File: config.mk
export PLATFORM = sky130hd
export DESIGN_NAME = oam_dma
export DESIGN_NICKNAME = d
export VERILOG_FILES = /design/src/rtl/dma_pkg.sv /design/src/rtl/oam_dma.sv
export SDC_FILE = /design/constraint.sdc
export NUM_CORES = 1
export LEC_CHECK = 0
export ABC_CLOCK_PERIOD_IN_PS = 2050
export BUFFER_PORTS_ARGS = -buffer_cell sky130_fd_sc_hd__buf_4
export CAP_MARGIN = 20
export CORE_UTILIZATION = 47
export CTS_CLUSTER_DIAMETER = 80
export DETAILED_ROUTE_END_ITERATION = 8
export PLACE_DENSITY_LB_ADDON = 0.3
export SLEW_MARGIN = 10
export SYNTH_ARGS = -nofsm -noshare
export SYNTH_HDL_FRONTEND = slang
export SYNTH_SLANG_ARGS = --single-unit
File: constraint.sdc
create_clock -name I_clock -period 2.05 [get_ports I_clock]
set_clock_uncertainty 0.1 [all_clocks]
set_input_delay 0.205 -clock I_clock [delete_from_list [all_inputs] [get_ports I_clock]]
set_output_delay 0.205 -clock I_clock [all_outputs]
set_load 0.01 [all_outputs]
File: src/rtl/dma_pkg.sv
// Shared types and constants for the sprite-attribute DMA engine.
package dma_pkg;

    // Engine sequencing states
    typedef enum logic [2:0] {
        IDLE  = 3'd0,
        HALT  = 3'd1,
        ALIGN = 3'd2,
        READ  = 3'd3,
        WRITE = 3'd4
    } T_dma_state;

    localparam int unsigned C_dma_bytes = 256;
    localparam int unsigned C_count_w   = 8;
    localparam logic [2:0]  C_oam_reg   = 3'd4;

    // True when the byte index addresses the last byte of the page
    function automatic logic is_last_byte(input logic [C_count_w-1:0] count);
        return count == C_count_w'(C_dma_bytes - 1);
    endfunction

endpackage

File: src/rtl/oam_dma.sv
// Sprite-attribute DMA: on a CPU write to the trigger address, halts the CPU
// and copies one 256-byte page of CPU memory into the video sprite-data register.
module oam_dma
    import dma_pkg::*;
#(
    parameter logic [15:0] P_trigger_addr = 16'h4014,
    parameter logic [2:0]  P_ppu_reg      = C_oam_reg
) (
    input  logic        I_clock,
    input  logic        I_reset,
    input  logic        I_tick,
    input  logic [15:0] I_cpu_addr,
    input  logic        I_cpu_wren,
    input  logic [7:0]  I_cpu_data,
    output logic        O_cpu_halt,
    output logic [15:0] O_mem_addr,
    output logic        O_mem_rden,
    input  logic [7:0]  I_mem_data,
    output logic [2:0]  O_ppu_addr,
    output logic        O_ppu_wren,
    output logic [7:0]  O_ppu_data,
    output logic        O_busy
);

    T_dma_state           R_state;
    T_dma_state           next_state;
    logic                 R_odd;
    logic [7:0]           R_page;
    logic [C_count_w-1:0] R_count;
    logic [7:0]           R_data;
    logic                 trigger;

    // CPU write to the trigger register (qualified by tick in the sequencer)
    assign trigger = I_cpu_wren && (I_cpu_addr == P_trigger_addr);

    // Next-state decode; HALT skips ALIGN when the following tick is already even
    always_comb begin
        next_state = R_state;
        case (R_state)
            IDLE:    if (trigger) next_state = HALT;
            HALT:    next_state = R_odd ? READ : ALIGN;
            ALIGN:   next_state = READ;
            READ:    next_state = WRITE;
            WRITE:   next_state = is_last_byte(R_count) ? IDLE : READ;
            default: next_state = IDLE;
        endcase
    end

    // Sequencer state, parity, page/count and read-data latch; advance only on ticks
    always_ff @(posedge I_clock or negedge I_reset) begin
        if (!I_reset) begin
            R_state <= IDLE;
            R_odd   <= 1'b0;
            R_page  <= 8'd0;
            R_count <= '0;
            R_data  <= 8'd0;
        end else if (I_tick) begin
            R_odd   <= ~R_odd;
            R_state <= next_state;
            if (R_state == IDLE && trigger) begin
                R_page  <= I_cpu_data;
                R_count <= '0;
            end
            if (R_state == READ) begin
                R_data <= I_mem_data;
            end
            if (R_state == WRITE) begin
                R_count <= R_count + C_count_w'(1);
            end
        end
    end

    // Bus outputs decoded from state; the video write strobe is confined to tick clocks
    always_comb begin
        O_busy     = (R_state != IDLE);
        O_cpu_halt = (R_state != IDLE);
        O_mem_addr = 16'd0;
        O_mem_rden = 1'b0;
        O_ppu_addr = 3'd0;
        O_ppu_wren = 1'b0;
        O_ppu_data = 8'd0;
        if (R_state == READ) begin
            O_mem_addr = {R_page, R_count};
            O_mem_rden = 1'b1;
        end
        if (R_state == WRITE) begin
            O_ppu_addr = P_ppu_reg;
            O_ppu_data = R_data;
            O_ppu_wren = I_tick;
        end
    end

endmodule

==> results of run 1 <==
## critical path, delay by kind of cell, from the launching register on
kind,cells,cell delay [ns]
and+or+nand+nor,2,0.59
buffers and inverters,2,0.23
DFF,1,0.48
## sequential cells by signal, summed over array words and instances (netlist names)
name,cells
R_count,8
R_data,8
R_page,8
R_state,3
R_odd,1
## path summary, 6_finish.rpt
| path | startpoint | end | slack (ns) |
|---|---|---|---|
| min in group asynchronous | I_reset | R_data[1] | 0.23 |
| worst max-delay path | R_state[0] | O_ppu_data[6] | 0.12 |
| worst max register to register | R_state[2] | R_page[6] | 0.17 |
| max in group asynchronous | I_reset | R_state[1] | 1.34 |
| worst min-delay path | I_cpu_data[1] | R_page[1] | 0.02 |
| worst min register to register | R_odd | R_odd | 0.39 |
## power by group through the flow
stage,Clock [µW],Sequential (µW),Combinational [µW]
3_3_place_gp,0,835,562
3_5_place_dp,0,849,592
2_1_floorplan,0,812,382
4_1_cts,275,836,612
5_1_grt,295,869,697
6_report,270,841,635
## per-stage QoR
stage	TNS [ns]	hold WS (ns)	instances	worst slack [ns]
2_1_floorplan	0	-0.1906	146	0.1351
5_1_grt	0	0.004536	271	0.01357
3_5_place_dp	-0.08071	0.04646	250	-0.02762
3_3_place_gp	0	0.03599	250	0.04355
4_1_cts	0	0.0006373	265	0.01342
6_report	0	0.01650	271	0.1172
## area by class of cell
cell class              count  area [µm²]
repair inverters            1       7.507
fillers                   233       814.5
repair buffers             85       688.2
well taps                  44       55.05
multi-input cells         104       755.7
inverters                   5       18.77
clock buffers               4       36.28
flip-flops and latches     28       701.9
## layer usage
layer / wire, µm / vias up
met3: 166 / 4
met2: 2049 / 36
met5: 0 / -
met4: 26 / 0
met1: 1514 / 649
li1: - / 661
## cells in the mapped netlist (2+ instances only)
master,number,area [µm²]
a21oi_1,4,20.02
and2_1,27,168.9
and3_1,3,18.77
buf_4,3,22.52
clkbuf_1,4,15.01
dfrtp_1,28,700.7
inv_1,4,15.01
mux2_2,15,168.9
mux2_4,3,45.04
nand2_1,12,45.04
nand3_1,2,10.01
nor2_1,3,11.26
nor2b_1,2,12.51
nor3_1,3,15.01
nor3b_1,2,15.01
o21ai_0,5,25.02
o22ai_1,4,25.02
## logic make-up after synthesis
logic type | Yosys count | share of synthesized area
compound gates | 18 | 0.07172
xor+xnor | 2 | 0.01141
fa+ha+maj | 1 | 0.008149
buf+inv | 14 | 0.05704
flops | 28 | 0.4564
mux | 19 | 0.1459
other cells | 1 | 0.002443
simple gates | 62 | 0.2469
## timing repair
item                                    CTS  global route
endpoints found under the setup margin    0             8
setup buffers                             0             1
gates resized for setup                   0             3
hold buffers                             11             4
hold endpoints to repair                 38             4
==> results.md, run 1 <==
* Status: finished, final reports clean
* PortBufs at 64
* CP Cell Sequence: or3_4 > inv_2 > and2_1 > buf_4
* Most frequent cells in the layout: buf_4, dfrtp_1, and2_1
* CP Launch Type: flip-flop
* Worst reg2reg path depth at 6
* Yosys cell types at 38
* CP endpoint kind: output port
* Final Cycle Share at 0.9428
* Clk pin slew, worst setup/hold paths at 0.15 ns
* Via density at 4.982
* Seq cells post-synth at 28
* Sw Pwr at 581.4 µW
* N_diodes at 0
* Layout cell share with drive strength beyond 1 at 0.4361
* Top Usage Layer GRT: met2
* WL/cell at 13.86 µm
* Switching share of power at 0.3329
* Final Total Pwr at 1746 µW
* HPWL after DPL at 2.655 mm
* GR Layer Usage met2 at 0.4075
* Chip height at 59.15 µm
* Routability congestion estimate at 0.8307
* Sink Count at 28
* Iteration-0 DRC Markers at 22
* Clk root buf: clkbuf_4
* TritonCTS clock tree: yes
* Sequential share of power at 0.481
* P per Cell Area at 771.5 nW/µm²
* Data required, critical path at 1.75 ns
* CTS Buffer Depth at 2
* TritonCTS buffer count at 3
* Sequential area share after synthesis at 0.4564
* Total Wirelength at 3.757 mm
* Worst IR drop on VDD at 0.6520 mV
* Vias in the first global route at 1,270
* Unrepaired setup endpoints after global routing: false
* Final hold violation count at 0
* EDFF count, synth at 0
* Max stage delay on crit path at 0.48 ns
* Leakage at 0.001121 µW
* Largest net degree at the start of global routing at 29
* Final core area utilization at 0.7354
* Num rows at 20
* Yosys warnings at 0
* Final std cell area, no fill at 2263 µm²
* Cell area after synthesis at 1535 µm²
* Worst hold path depth at 2
* I/O pin total at 67
* Max_cap viols at 0
* M1 GR Usage at 0.2532
* Met3 Usage GRT at 0.02183
* Global Route Usage Sum at 0.2156
* Placed Area at 2056 µm²
* Critical Path AT at 1.63 ns
* Commonest non-fill, non-tap cell in the layout: buf_4
* Clock power share at 0.155
* Max Slew Vio Count at 0
* Core ar. at 3078 µm²
* Synth Instances at 145
* Top FF cell, synth: dfrtp_1
* Mean Syn Cell Area at 10.59 µm²
* Global-route wire length before repair at 5.595 mm
* Die width at 59.15 µm
* Setup violations, final at 0
* DRC at 0
* Initial Utilization at 0.4988
* Total number of vias at 1,350
* Number of antenna violations at the first check in global routing at 0
* Synth-to-Final Area Change at 47.43%
* Int Pwr at 1165 µW
* Combinational Power Share at 0.364
* H-tree levels at 1
* Antenna Nets Post-Route at 0
* GR Overflow Total at 0
* CP max FO at 8
* TritonRoute pass-1 iters at 4
* Clock Latency Late Sink at 0.33 ns
* Critical Setup Path Class: reg2out
* Synth async-reset ratio at 1.000
* Nets at 265
* Achievable frequency at 0.5174 GHz
* Hold crit path type: in2reg
* Die Area at 3499 µm²
* Slowest-stage cell, CP: dfrtp_1
* Post-layout minimum cycle time at 1.933 ns
No activity file was read; power rests on OpenSTA's default activity.
==> run 2, diff against run 1 <==
- HOLD_SLACK_MARGIN: default -> 0.1
==> results.md, run 2 (synthesized netlist as in run 1, its figures left out) <==
* Status: finished, final reports clean (unchanged)
* Clk pin slew, worst setup/hold paths at 0.14 ns (was 0.15 ns)
* Antenna Nets Post-Route at 0 (unchanged)
* Layout cell share with drive strength beyond 1 at 0.4304 (was 0.4361)
* Iteration-0 DRC Markers at 19 (was 22)
* Clk root buf: clkbuf_4 (unchanged)
* Final Total Pwr at 1750 µW (was 1746 µW)
* Dpl ws at -0.02762 ns (unchanged)
* Commonest non-fill, non-tap cell in the layout: buf_4 (unchanged)
* CP Cell Sequence: or3_4 > inv_2 > and2_1 > buf_4 (unchanged)
* Critical Path AT at 1.64 ns (was 1.63 ns)
* Fin cells at 274 (was 271)
* Chip height at 59.15 µm (unchanged)
* Routability congestion estimate at 0.8307 (unchanged)
* WL/cell at 13.65 µm (was 13.86 µm)
* Most frequent cells in the layout: buf_4, dfrtp_1, and2_1 (unchanged)
* TritonCTS clock tree: yes (unchanged)
* Final hold violation count at 0 (unchanged)
* Global Route Usage Sum at 0.2201 (was 0.2156)
* H-tree levels at 1 (unchanged)
* Sink Count at 28 (unchanged)
* Total Wirelength at 3.740 mm (was 3.757 mm)
* DRC at 0 (unchanged)
* Setup TNS at 0 ns (unchanged)
* TritonRoute pass-1 iters at 4 (unchanged)
* Max Slew Vio Count at 0 (unchanged)
* Total number of vias at 1,362 (was 1,350)
* Largest net degree at the start of global routing at 29 (unchanged)
* Max stage delay on crit path at 0.47 ns (was 0.48 ns)
* TritonCTS buffer count at 3 (unchanged)
* Achievable frequency at 0.5153 GHz (was 0.5174 GHz)
* Post-layout minimum cycle time at 1.941 ns (was 1.933 ns)
* Placed cell count at 250 (unchanged)
* Synth-to-Final Area Change at 49.39% (was 47.43%)
* Register Area at 701.9 µm² (unchanged)
* Data required, critical path at 1.75 ns (about the same)
* Area of the multi-input gates at 755.7 µm² (unchanged)
* Global-route wire length before repair at 5.692 mm (was 5.595 mm)
* Via density at 4.971 (was 4.982)
* P per Cell Area at 763.2 nW/µm² (was 771.5 nW/µm²)
* Unrepaired setup endpoints after global routing: false (unchanged)
* CTS Buffer Depth at 2 (unchanged)
* Final Cycle Share at 0.9466 (was 0.9428)
* Die Area at 3499 µm² (unchanged)
* Core ar. at 3078 µm² (unchanged)
* Die width at 59.15 µm (unchanged)
* CP Launch Type: flip-flop (unchanged)
* CP top delay family: simple AND/OR/NAND/NOR gates (unchanged)
* HPWL after DPL at 2.655 mm (unchanged)
* Critical Setup Path Class: reg2out (unchanged)
* Hold crit path type: in2async (was in2reg)
* Slowest-stage cell, CP: dfrtp_2 (was dfrtp_1)
* Number of antenna violations at the first check in global routing at 0 (unchanged)
* Fillers at 224 (was 233)
* Initial Utilization at 0.4988 (unchanged)
* Nets at 268 (was 265)
* Num rows at 20 (unchanged)
* PortBufs at 64 (unchanged)
* Leakage at 0.001134 µW (was 0.001121 µW)
* Clock Latency Late Sink at 0.33 ns (about the same)
* Setup violations, final at 0 (unchanged)
* GR Overflow Total at 0 (unchanged)
* Vias in the first global route at 1,294 (was 1,270)
* N_diodes at 0 (unchanged)
* I/O pin total at 67 (unchanged)
* Buf+Inv Stages, Crit Path at 2 (unchanged)
* Worst IR drop on VDD at 0.7391 mV (was 0.6520 mV)
* CP endpoint kind: output port (unchanged)
* Hold Slack at 0.2268 ns (was 0.01650 ns)
* Setup WS post-layout at 0.1094 ns (was 0.1172 ns)
* Largest regs: R_count (8), R_data (8), R_page (8) (unchanged)
* CP max FO at 7 (was 8)
* Max_cap viols at 0 (unchanged)
==> run 2: metal layers <==
layer	track usage	wire, µm	up-vias
met1	0.2567	1511	655
met5	0	0	-
met2	0.4107	2028	37
li1	-	-	665
met4	0.07823	44	0
met3	0.02838	157	5
==> run 2: report_power, final <==
part	leakage [µW]	total (µW)	internal (µW)	switching [µW]
sequential	0.000363	840	709	131
clock	0.0000210	268	109	159
combinational	0.000750	642	351	291
==> run 2: area by class of cell <==
type | instances | share of cell area
Clock buffer | 4 | 0.01582
Inverter | 5 | 0.008183
Timing Repair Buffer | 88 | 0.3131
Sequential cell | 28 | 0.3061
Tap cell | 44 | 0.02400
Multi-Input combinational cell | 104 | 0.3295
Timing Repair inverter | 1 | 0.003273
==> run 2: stage by stage <==
step,utilization,cell area (µm²)
2_1_floorplan,-,1539
3_3_place_gp,0.6679,2056
3_5_place_dp,0.6679,2056
4_1_cts,0.7382,2272
5_1_grt,0.7451,2293
6_report,0.7451,2293
==> run 2: timing repair <==
item | in CTS | in global routing
resized for setup | 0 | 3
buffers inserted | 0 | 1
hold endpoints to repair | 46 | 0
setup endpoints to repair | 0 | 8
hold buffers | 18 | 0
==> run 2: final timing paths <==
check	startpoint	endpoint	slack [ns]	depth (start not counted)
max reg2reg	R_state[2]	R_page[6]	0.16	6
min in group I_clock	I_cpu_addr[14]	R_state[0]	0.34	4
min reg2reg	R_odd	R_odd	0.39	1
max	R_state[1]	O_ppu_data[6]	0.11	4
min	I_reset	R_data[1]	0.23	2
max in group asynchronous	I_reset	R_state[1]	1.34	2
